### src/rtl/riscv_bus_pkg.sv
// Shared bus definitions: mux FSM state encoding
// and the default read data returned on a bus error.
package riscv_bus_pkg;

  typedef enum logic [1:0] {
    IDLE   = 2'd0,
    ACCESS = 2'd1,
    DONE   = 2'd2
  } bus_state_e;

  localparam logic [31:0] ERR_DATA_DEF = 32'hDEAD_BEEF;

endpackage

### src/rtl/bus_watchdog.sv
// Wait-cycle counter for the bus mux. expired pulses
// on the enabled cycle that brings the count to TIMEOUT.
//   clear   : forces count to 0 (has priority)
//   enable  : counts one wait cycle
//   expired : enable && count == TIMEOUT-1
module bus_watchdog #(
  parameter int TIMEOUT = 255
) (
  input  logic clk,
  input  logic rst_n,
  input  logic clear,
  input  logic enable,
  output logic expired
);

  logic [15:0] cnt_q, cnt_d;

  always_comb begin
    cnt_d = cnt_q;
    if (clear) cnt_d = '0;
    else if (enable) cnt_d = cnt_q + 16'd1;
  end

  assign expired = enable && !clear &&
                   (cnt_q == 16'(TIMEOUT - 1));

  always_ff @(posedge clk or negedge rst_n) begin
    if (!rst_n) cnt_q <= '0;
    else cnt_q <= cnt_d;
  end

endmodule

### src/rtl/mem_bus_mux.sv
// Single-master to NUM_SLAVES address-decoded bus mux
// with wait timeout and sticky error capture.
//   m_*   : master request / one-cycle completion
//   s_*   : one-hot slave requests, broadcast addr/data
//   bus_err/err_addr/err_clr : sticky first-error record
module mem_bus_mux
  import riscv_bus_pkg::*;
#(
  parameter int          NUM_SLAVES = 5,
  parameter int          SEL_MSB    = 15,
  parameter int          SEL_LSB    = 12,
  parameter int          TIMEOUT    = 255,
  parameter logic [31:0] ERR_DATA   = ERR_DATA_DEF
) (
  input  logic                     clk,
  input  logic                     rst_n,
  input  logic                     m_valid,
  output logic                     m_ready,
  input  logic [31:0]              m_addr,
  input  logic [31:0]              m_wdata,
  input  logic [3:0]               m_wstrb,
  output logic [31:0]              m_rdata,
  output logic [NUM_SLAVES-1:0]    s_valid,
  input  logic [NUM_SLAVES-1:0]    s_ready,
  input  logic [32*NUM_SLAVES-1:0] s_rdata,
  output logic [31:0]              s_addr,
  output logic [31:0]              s_wdata,
  output logic [3:0]               s_wstrb,
  output logic                     bus_err,
  output logic [31:0]              err_addr,
  input  logic                     err_clr
);

  localparam int SEL_W = SEL_MSB - SEL_LSB + 1;

  bus_state_e             state_q, state_d;
  logic [SEL_W-1:0]       idx_q, idx_d;
  logic [31:0]            addr_q, addr_d;
  logic [31:0]            rdata_q, rdata_d;
  logic [31:0]            err_addr_q, err_addr_d;
  logic                   bus_err_q, bus_err_d;
  logic [NUM_SLAVES-1:0]  sel_oh;
  logic [31:0]            sel_rdata;
  logic [SEL_W-1:0]       req_idx;
  logic                   req_ok;
  logic                   sel_ready;
  logic                   wd_clr, wd_en, wd_exp;
  logic                   err_ev;

  assign req_idx = m_addr[SEL_MSB:SEL_LSB];
  assign req_ok  = 32'(req_idx) < NUM_SLAVES;

  // Loop decode keeps the select index width
  // independent of NUM_SLAVES.
  always_comb begin
    sel_oh    = '0;
    sel_rdata = '0;
    for (int i = 0; i < NUM_SLAVES; i++) begin
      if (32'(idx_q) == i) begin
        sel_oh[i] = 1'b1;
        sel_rdata = s_rdata[32*i +: 32];
      end
    end
  end

  assign sel_ready = |(s_ready & sel_oh);
  assign wd_clr    = (state_q != ACCESS);
  assign wd_en     = (state_q == ACCESS) && m_valid
                     && !sel_ready;

  bus_watchdog #(
    .TIMEOUT (TIMEOUT)
  ) u_wd (
    .clk     (clk),
    .rst_n   (rst_n),
    .clear   (wd_clr),
    .enable  (wd_en),
    .expired (wd_exp)
  );

  always_comb begin
    state_d = state_q;
    idx_d   = idx_q;
    addr_d  = addr_q;
    rdata_d = rdata_q;
    err_ev  = 1'b0;
    unique case (state_q)
      IDLE: begin
        if (m_valid) begin
          idx_d  = req_idx;
          addr_d = m_addr;
          if (req_ok) begin
            state_d = ACCESS;
          end else begin
            state_d = DONE;
            rdata_d = ERR_DATA;
            err_ev  = 1'b1;
          end
        end
      end
      ACCESS: begin
        if (!m_valid) begin
          state_d = IDLE;
        end else if (sel_ready) begin
          state_d = DONE;
          rdata_d = sel_rdata;
        end else if (wd_exp) begin
          state_d = DONE;
          rdata_d = ERR_DATA;
          err_ev  = 1'b1;
        end
      end
      DONE: state_d = IDLE;
      default: state_d = IDLE;
    endcase
  end

  // addr_d already holds the faulting address in both
  // the decode-error and timeout paths. A clear arriving
  // with a new error re-arms capture for that error.
  always_comb begin
    bus_err_d  = bus_err_q;
    err_addr_d = err_addr_q;
    if (err_ev) begin
      bus_err_d = 1'b1;
      if (!bus_err_q || err_clr) err_addr_d = addr_d;
    end else if (err_clr) begin
      bus_err_d = 1'b0;
    end
  end

  always_ff @(posedge clk or negedge rst_n) begin
    if (!rst_n) begin
      state_q    <= IDLE;
      idx_q      <= '0;
      addr_q     <= '0;
      rdata_q    <= '0;
      bus_err_q  <= 1'b0;
      err_addr_q <= '0;
    end else begin
      state_q    <= state_d;
      idx_q      <= idx_d;
      addr_q     <= addr_d;
      rdata_q    <= rdata_d;
      bus_err_q  <= bus_err_d;
      err_addr_q <= err_addr_d;
    end
  end

  assign m_ready  = (state_q == DONE);
  assign s_valid  = (state_q == ACCESS) ? sel_oh : '0;
  assign m_rdata  = rdata_q;
  assign s_addr   = m_addr;
  assign s_wdata  = m_wdata;
  assign s_wstrb  = m_wstrb;
  assign bus_err  = bus_err_q;
  assign err_addr = err_addr_q;

endmodule

### config.mk
export PLATFORM = sky130hd
export DESIGN_NAME = mem_bus_mux
export DESIGN_NICKNAME = d
export VERILOG_FILES = /design/src/rtl/riscv_bus_pkg.sv /design/src/rtl/bus_watchdog.sv /design/src/rtl/mem_bus_mux.sv
export SDC_FILE = /design/constraint.sdc
export NUM_CORES = 1
export LEC_CHECK = 0
export BUFFER_PORTS_ARGS = -buffer_cell sky130_fd_sc_hd__buf_2
export CAP_MARGIN = 20
export CORE_AREA = 5 5 144 146
export DETAILED_ROUTE_END_ITERATION = 6
export DIE_AREA = 0 0 149 151
export PLACE_DENSITY = 0.68
export REMOVE_ABC_BUFFERS = 1
export SYNTH_ARGS = -nofsm -noshare
export SYNTH_HDL_FRONTEND = slang
export SYNTH_SLANG_ARGS = --single-unit
### constraint.sdc
create_clock -name clk -period 5.6 [get_ports clk]
set_input_delay 0.28 -clock clk [delete_from_list [all_inputs] [get_ports clk]]
set_output_delay 0.28 -clock clk [all_outputs]
set_load 0.02 [all_outputs]
# [Word level (Yosys, flattened, before mapping)]
# Cells that the tools add are included.
[word_totals] regBits=119 in_bits=237 output_inout_bits=139 wordCells=76
[op_classes] addsub=1 magnitude_cmp=1 eq_ne=13 n_mux=35 bitwise_logic=1 n_reduce_logical=18
[op_table] cell="32-bit 2-to-1 mux" n=12
[op_table] cell="32-bit one-hot mux with 2 select lines" n=1
[op_table] cell="16-bit 2-to-1 mux" n=2
[op_table] cell="16-bit by 1-bit adder with 16-bit output (second input constant)" n=1
[op_table] cell="16-bit by 8-bit equality test with 1-bit output (second input constant)" n=1
[op_table] cell="1-bit 2-to-1 mux" n=12
[op_table] cell="2-bit 2-to-1 mux" n=5
[op_table] cell="4-bit by 2-bit equality test with 1-bit output (second input constant)" n=2
[op_table] cell="2-bit inequality test (second input constant)" n=3
[op_table] cell="2-bit AND reduction" n=3
[op_table] cell="2-bit nonzero test" n=3
[op_table] cell="5-bit AND" n=1
[op_table] cell="5-bit 2-to-1 mux" n=1
[op_table] cell="5-bit AND reduction" n=1
[op_table] cell="5-bit OR reduction" n=1
[op_table] cell="4-bit by 1-bit equality test with 1-bit output (second input constant)" n=1
[op_table] cell="4-bit by 3-bit equality test with 1-bit output (second input constant)" n=1
[op_table] cell="1-bit logical AND" n=4
[op_table] cell="4-bit logical NOT" n=1
[op_table] cell="4-bit by 3-bit < comparator with 1-bit output (second input constant)" n=1
[op_table] cell="4-bit by 3-bit inequality test with 1-bit output (second input constant)" n=1
[op_table] cell="2-bit one-hot mux with 2 select lines" n=1
[op_table] cell="1-bit logical NOT" n=3
[op_table] cell="3-bit by 2-bit inequality test with 1-bit output (second input constant)" n=1
[op_table] cell="other kinds (6)" n=6

# [Logic depth before layout (Yosys ltp)]
# Gate-level depths: netlist of the first run.
[depth] ltp_word=13 depth_mapped=9

# [Modules after synthesis]
# Synthesis of the first run repeated with hierarchy kept, for this count alone.
[hier_totals] cells_unflattened=662 area_unflattened_um2=6681.4
[modules_own_cells] mod="mem_bus_mux" instances=1 cells_per_inst=574 area_per_inst_um2=5819.3 seq_area_each_um2=2577.5
[modules_own_cells] mod="bus_watchdog" instances=1 cells_per_inst=88 area_per_inst_um2=862.1 seq_area_each_um2=400.4

# [Least setup slack after synthesis of the first run]
# No wires, ideal clock.
[synth_timing] path_type="flip-flop to output port" from="reg idx_q[0]" to="out s_valid[1]" t_arrival_ps=1911 required_ps=5320 slack_ps=3409 stages_incl_launch_ff=5 cell_sequence="dfrtp_1 -> clkbuf_1 -> clkbuf_1 -> buf_1 -> nor4bb_1"
[synth_via] elab_chain_len=3
[synth_lines] item="start, declared" line_no="mem_bus_mux.sv:37" rtl="logic [SEL_W-1:0] idx_q, idx_d;"
[synth_lines] item="start signal, assigned" line_no="mem_bus_mux.sv:142" rtl="idx_q <= idx_d;"
[synth_lines] item="4-bit by 1-bit equality test with 1-bit output" line_no="mem_bus_mux.sv:59" rtl="if (32'(idx_q) == i) begin"
[synth_lines] item="1-bit 2-to-1 mux" line_no="mem_bus_mux.sv:59"
[synth_lines] item="5-bit 2-to-1 mux" line_no="mem_bus_mux.sv:151" rtl="assign s_valid = (state_q == ACCESS) ? sel_oh : '0;"
[synth_lines] item="end, declared" line_no="mem_bus_mux.sv:23" rtl="output logic [NUM_SLAVES-1:0] s_valid,"
# Every way passes these cells.

# [Worst setup path in the final report of the first run]
[layout_timing] from="reg idx_q[0]" to="out s_valid[2]"
[layout_via] elab_chain_len=3
[layout_lines] item="4-bit by 2-bit equality test with 1-bit output" line_no="mem_bus_mux.sv:59"
[layout_lines] item="1-bit 2-to-1 mux" line_no="mem_bus_mux.sv:59"
[layout_lines] item="5-bit 2-to-1 mux" line_no="mem_bus_mux.sv:151"
# Every way passes these cells.

==> reports/metrics.yaml, run 1 <==
logic_synthesis:
  yosys.area_share.adder_pct: 0.3799
  synth.distinct_cells: 46
  syn_avg_cell_area_sq_um: 9.424
  syn_inst: 699
  synth_xor_area_share_pct: 0.6648
  ys_async_sr_fraction_pct: 100.0
  yosysSeqAreaShare_pct: 45.20
  ys.flop_type: "dfrtp_1"
  ys_ff_latch: 119
  synthMuxAreaShare_pct: 7.009
  yosys_warnings: 0
  synth_top_family_by_area: "simple AND/OR/NAND/NOR gates"
  synth_compound_area_share_pct: 17.04
  synthTopCellsByArea: "dfrtp_1 (45%), buf_4 (8.1%), nand2_1 (8.0%), mux2_2 (5.6%), o221ai_1 (4.3%)"
  synth-simple-area-share_pct: 18.14
  netlist.area_leader.share_pct: 45.20
  syn-cell-area_sq_mm: 0.006588
  synth_edf_count: 0
  synth_top_cell_by_area: "dfrtp_1"
worst_setup_path:
  worstSetupPathType: "register to output pin"
  crit_path_end_kind: "output pin"
  rr_worst_depth: 5
  timing.rr.start: "idx_q[0]"
  crit_path_start_kind: "register"
  reg2reg_slack_ps: 2800
  slowest_stage: "nand2b_1"
  cp_num_buf_inv: 2
  crit-reg2reg-capture: "m_rdata[6]"
  cp_max_fo: 74
  max_stage_delay_ps: 790
  worstPathArrival_ps: 2850
  cp_cell_sequence: "buf_4 > nand2b_1 > nor4_1 > buf_2"
  critPathRequiredTime_ps: 5320
  critical-path-top-delay-family: "simple AND/OR/NAND/NOR gates"
  startpoint: "idx_q[0]"
final_layout:
  final_cell_mix: "buf_2 (302), nand2_1 (140), dfrtp_1 (118)"
  area_growth_pct: 28.64
  drive_gt1_share_pct: 42.04
  n_fill_cell: 1931
  nets: 1157
  multi_input_area_sq_mm: 0.002868
  final_common_cell: "buf_2"
  final-seq-area_sq_mm: 0.002979
power:
  p_leak_nw: 3.903
  vdd_ir_drop_max_mv: 0.2637
  finalPower_mw: 3.212
  power_density_mw_per_mm2: 379.0
die:
  core_area_sq_mm: 0.01927
  fp-row-count: 51
  die_area_sq_mm: 0.02250
  io_pins: 376
  die_h_microns: 151
  start_util_pct: 34.18
  die_w_microns: 149
sta:
  setup_viol: 0
  tns_ps: 0
  timing.final.ws_setup_ps: 2465
  report.final.hold_viol_count: 0
  fmax_mhz: 319.0
  period_share_pct: 55.97
  skew_ps: 14.25
  relSlewSlack_pct: 25.08
  worstMarginPinSlew_ps: 1124
  slew_viol_final: 0
  min_period_ps: 3135
  rsz0062_at_grt: "false"
grt:
  grt_max_degree: 80
  grt_usage_pct: 21.71
  antenna_found_initial: 1
  first_global_vias: 6215
  grt_first_pass_wirelength_microns: 36380
  gr-total-overflow: 0
drt:
  drt_iter0_drc: 149
  num_vias: 6126
  antenna_left: 0
  via_per_inst: 5.122
  dr.pass1.iters: 4
  drc: 0
  finalWirelength_microns: 24920
  wire_per_inst_microns: 20.84
clock_tree:
  clock_sinks: 119
  cts-htree-levels: 4
  cts_made_buffers: 17
  cts_setup_buffers: 0
  clkLatencyLatePin_ps: 410
  cts-root-buf: "clkbuf_16"
  clk_pin_slew_worst_paths_ps: 60
  cts_tree: "done"
  clockBufferDepth: 2
placement:
  pre_cts_ws_ps: 2432
  port-buffer-count: 303
  hpwl_microns: 18810
  gp_congestion: 0.8600
worst_hold_path:
  hold_class: "input pin to register"
  min_from: "m_addr[1]"
  whs_endpoint: "addr_q[1]"
  holdPathStages: 3
run_status:
  status: "finished, final reports clean"
run:
  maxCapViolations: 0
## where the power goes
part | switching, mW | total (mW) | leakage [nW] | internal [mW]
registers | 0.103 | 1.15 | 1.43 | 1.04
logic | 0.601 | 0.979 | 2.19 | 0.378
clock network | 0.417 | 1.09 | 0.283 | 0.669
total | 1.12 | 3.21 | 3.90 | 2.09
## area by class of cell
class	instances	share of cell area, %
Inverter	13	0.5758
Clock inverter	13	1.727
Clock buffer	18	5.182
Timing Repair Buffer	316	19.58
Tap cell	265	3.913
Antenna cell	1	0.02953
Multi-Input combinational cell	451	33.84
Sequential cell	119	35.15
## cell families after synthesis
logic type / after synthesis
mux: 42
simple gates: 254
fa+ha+maj: 2
flops: 119
compound gates: 148
buf+inv: 129
xor+xnor: 5
## cell usage after synthesis, drive strengths merged (5+ instances only)
cell type	count
a21oi	11
nor2	20
o21ai	13
inv	13
dfrtp	119
o21a	25
o31ai	5
clkbuf	33
nand2	140
mux2i	9
a211oi	32
nand3	10
mux2	33
or3	5
nand2b	10
nand4	7
buf	83
o211ai	24
nor3	14
o221ai	32
nor2b	26
or4	5
## worst max-delay path by stage
stage / end / depth (start not counted)
global placement: s_valid[3] / 4
detailed placement: s_valid[3] / 4
floorplan: err_addr[0] / 5
global route: s_valid[2] / 4
CTS: s_valid[3] / 4
finish: s_valid[2] / 4
## per-layer routing
metal	vias up	routed length, microns	GRT usage [%]
met1	2902	9980	25.79
met3	28	3606	12.93
met4	2	476	6.865
li1	2858	-	-
met5	-	107	4.091
met2	336	10750	32.59
## state kept, by name, indices dropped and copies added, names as in the netlist
signal / cells
u_wd.cnt_q: 16
bus_err: 1
state_q: 2
idx_q: 4
m_rdata: 32
err_addr: 32
addr_q: 32
## metrics by stage
stage | area [sq um] | utilization [%] | std cells | hold WS, ps
2_1_floorplan | 5874 | - | 583 | -15.59
3_3_place_gp | 7814 | 40.55 | 1160 | 450.9
3_5_place_dp | 7814 | 40.55 | 1160 | 454.1
4_1_cts | 8399 | 43.59 | 1191 | 56.15
5_1_grt | 8474 | 43.97 | 1196 | 75.86
6_report | 8474 | 43.97 | 1196 | 85.61
## tightest hold or removal path, stage by stage
cell     delay [ps]
buf_2            80
nand2_1          40
nand2_1          60
## timing repair
action                                 4_1_cts  5_1_grt
gates resized for setup                      0        0
endpoints found under the hold margin        0       10
hold buffers                                 0        1
(Power assumes the default switching activity.)
==> inputs of run 2 (changes only) <==
==> constraint.sdc (replaced) <==
create_clock -name clk -period 3.08 [get_ports clk]
set_input_delay 0.154 -clock clk [delete_from_list [all_inputs] [get_ports clk]]
set_output_delay 0.154 -clock clk [all_outputs]
set_load 0.02 [all_outputs]
==> reports/metrics.yaml, run 2 (synthesis results as in run 1) <==
final_layout:
  area_growth_pct: 33.73
  final_cell_mix: "buf_2 (302), nand2_1 (140), dfrtp_1 (118)"
  final_common_cell: "buf_2"
  drive_gt1_share_pct: 41.15  # -0.90 points
  nets: 1187  # +2.6%
  n_fill_cell: 1844  # -4.5%
  final_core_util_pct: 45.71  # +1.7 points
worst_setup_path:
  critPathRequiredTime_ps: 3370  # -1950 ps
  worstPathArrival_ps: 2780  # -70 ps
  worstSetupPathType: "register to register"
  crit_path_start_kind: "register"
  cp_max_fo: 32  # -57%
  crit_path_end_kind: "register"
drt:
  finalWirelength_microns: 25540  # +2.5%
  drc: 0  # unchanged
  via_per_inst: 5.085  # -0.73%
  drt_iter0_drc: 245  # +64%
  antenna_left: 0  # unchanged
  dr.pass1.iters: 4  # unchanged
  wire_per_inst_microns: 20.83  # about the same
  num_vias: 6234  # +1.8%
sta:
  report.final.hold_viol_count: 0  # unchanged
  skew_ps: 14.83  # +0.5827 ps
  timing.final.ws_setup_ps: 591.4  # -1874 ps
  worstMarginPinSlew_ps: 892.6  # -231.3 ps
  period_share_pct: 80.80
  min_period_ps: 2489
  slew_viol_final: 0  # unchanged
  rsz0062_at_grt: "false"
  setup_viol: 0  # unchanged
  fmax_mhz: 401.8
  relSlewSlack_pct: 40.49  # +15 points
clock_tree:
  cts_tree: "done"
  clk_pin_slew_worst_paths_ps: 60  # about the same
  cts-root-buf: "clkbuf_16"
  clockBufferDepth: 2  # unchanged
  cts_made_buffers: 17  # unchanged
  clkLatencyLatePin_ps: 410  # about the same
  cts-htree-levels: 4  # unchanged
  cts_setup_buffers: 0  # unchanged
  clock_sinks: 119  # unchanged
power:
  vdd_ir_drop_max_mv: 0.4116  # +56%
  power_density_mw_per_mm2: 695.9  # +84%
  p_leak_nw: 4.055  # +3.9%
  finalPower_mw: 6.131  # +91%
die:
  core_area_sq_mm: 0.01927  # unchanged
  fp-row-count: 51  # unchanged
  die_w_microns: 149  # unchanged
  die_h_microns: 151  # unchanged
  io_pins: 376  # unchanged
  start_util_pct: 34.18  # unchanged
  die_area_sq_mm: 0.02250  # unchanged
grt:
  gr-total-overflow: 0  # unchanged
  grt_first_pass_wirelength_microns: 37050  # +1.9%
  grt_usage_pct: 22.17  # +0.46 points
  grt_max_degree: 67  # -16%
  antenna_found_initial: 1  # unchanged
  first_global_vias: 6326  # +1.8%
run:
  maxCapViolations: 0  # unchanged
worst_hold_path:
  hold_class: "input pin to register"
placement:
  pre_cts_ws_ps: 589.6  # -1842 ps
  port-buffer-count: 303  # unchanged
  gp_congestion: 0.8421  # -2.1%
  hpwl_microns: 19000  # +1.0%
run_status:
  status: "finished, final reports clean"
==> run 2: cell types whose count changed in the layout (fill, tap and decap cells not counted) <==
cell / before / now
dlygate4sd3_1: 1 / 27
clkinvlp_4: 2 / 1
buf_4: 10 / 16
buf_16: 1 / 0
buf_8: 1 / 0
clkinv_2: 2 / 0
bufinv_16: 2 / 5
==> run 2: worst max-delay path, cell delays in order, from the launching register on <==
cell	delay, ps
dfrtp_2	350
buf_4	290
nor4_1	140
a32oi_4	330
nand4_1	260
a21oi_4	190
buf_4	390
mux2_2	380
==> run 2: per-layer routing <==
metal,vias to the layer above,track usage [%],part of all wire (%)
met5,-,4.091,0.43
met4,2,7.460,2.3
met3,31,11.91,13
met2,338,34.06,43
met1,2951,26.31,41
li1,2912,-,-
==> run 2: final cells by class <==
type | count | area (sq um) | share of cell area, %
sequential | 119 | 2979 | 33.82
inverter | 13 | 48.80 | 0.5539
clock inverter | 13 | 219.0 | 2.485
antenna | 1 | 2.502 | 0.02841
clock buffer | 18 | 439.2 | 4.985
tap | 265 | 331.6 | 3.764
timing repair buffer | 346 | 1922 | 21.82
multi-input combinational | 451 | 2868 | 32.55
==> run 2: final timing paths <==
path	start	to	cells after the start	slack, ps
setup / recovery	idx_q[0]	err_addr[28]	7	590
hold / removal	m_addr[0]	addr_q[0]	3	9
setup reg to reg	idx_q[0]	err_addr[28]	7	590
hold reg to reg	addr_q[1]	addr_q[1]	2	460
max in group asynchronous	rst_n	m_rdata[5]	3	1790
min in group asynchronous	rst_n	m_rdata[29]	2	400
==> run 2: timing repair <==
item,in CTS,in global routing
setup endpoints to repair,0,0
resized for setup,0,0
hold endpoints to repair,90,0
hold buffers,27,0
==> run 2: power by group <==
group,total [mW],internal (mW),switching (mW)
Clock,2.23,1.47,0.759
Sequential,2.07,1.90,0.167
Combinational,1.84,0.714,1.13
==> run 2: stage by stage <==
step	hold WS [ps]	std cells	TNS [ps]	area, sq um
after floorplan	-141.6	583	-60810	5874
after global placement	308.2	1167	0	7879
after detailed placement	308.2	1167	0	7879
after CTS	1.272	1225	0	8807
after global routing	3.167	1226	0	8810
final	8.505	1226	0	8810
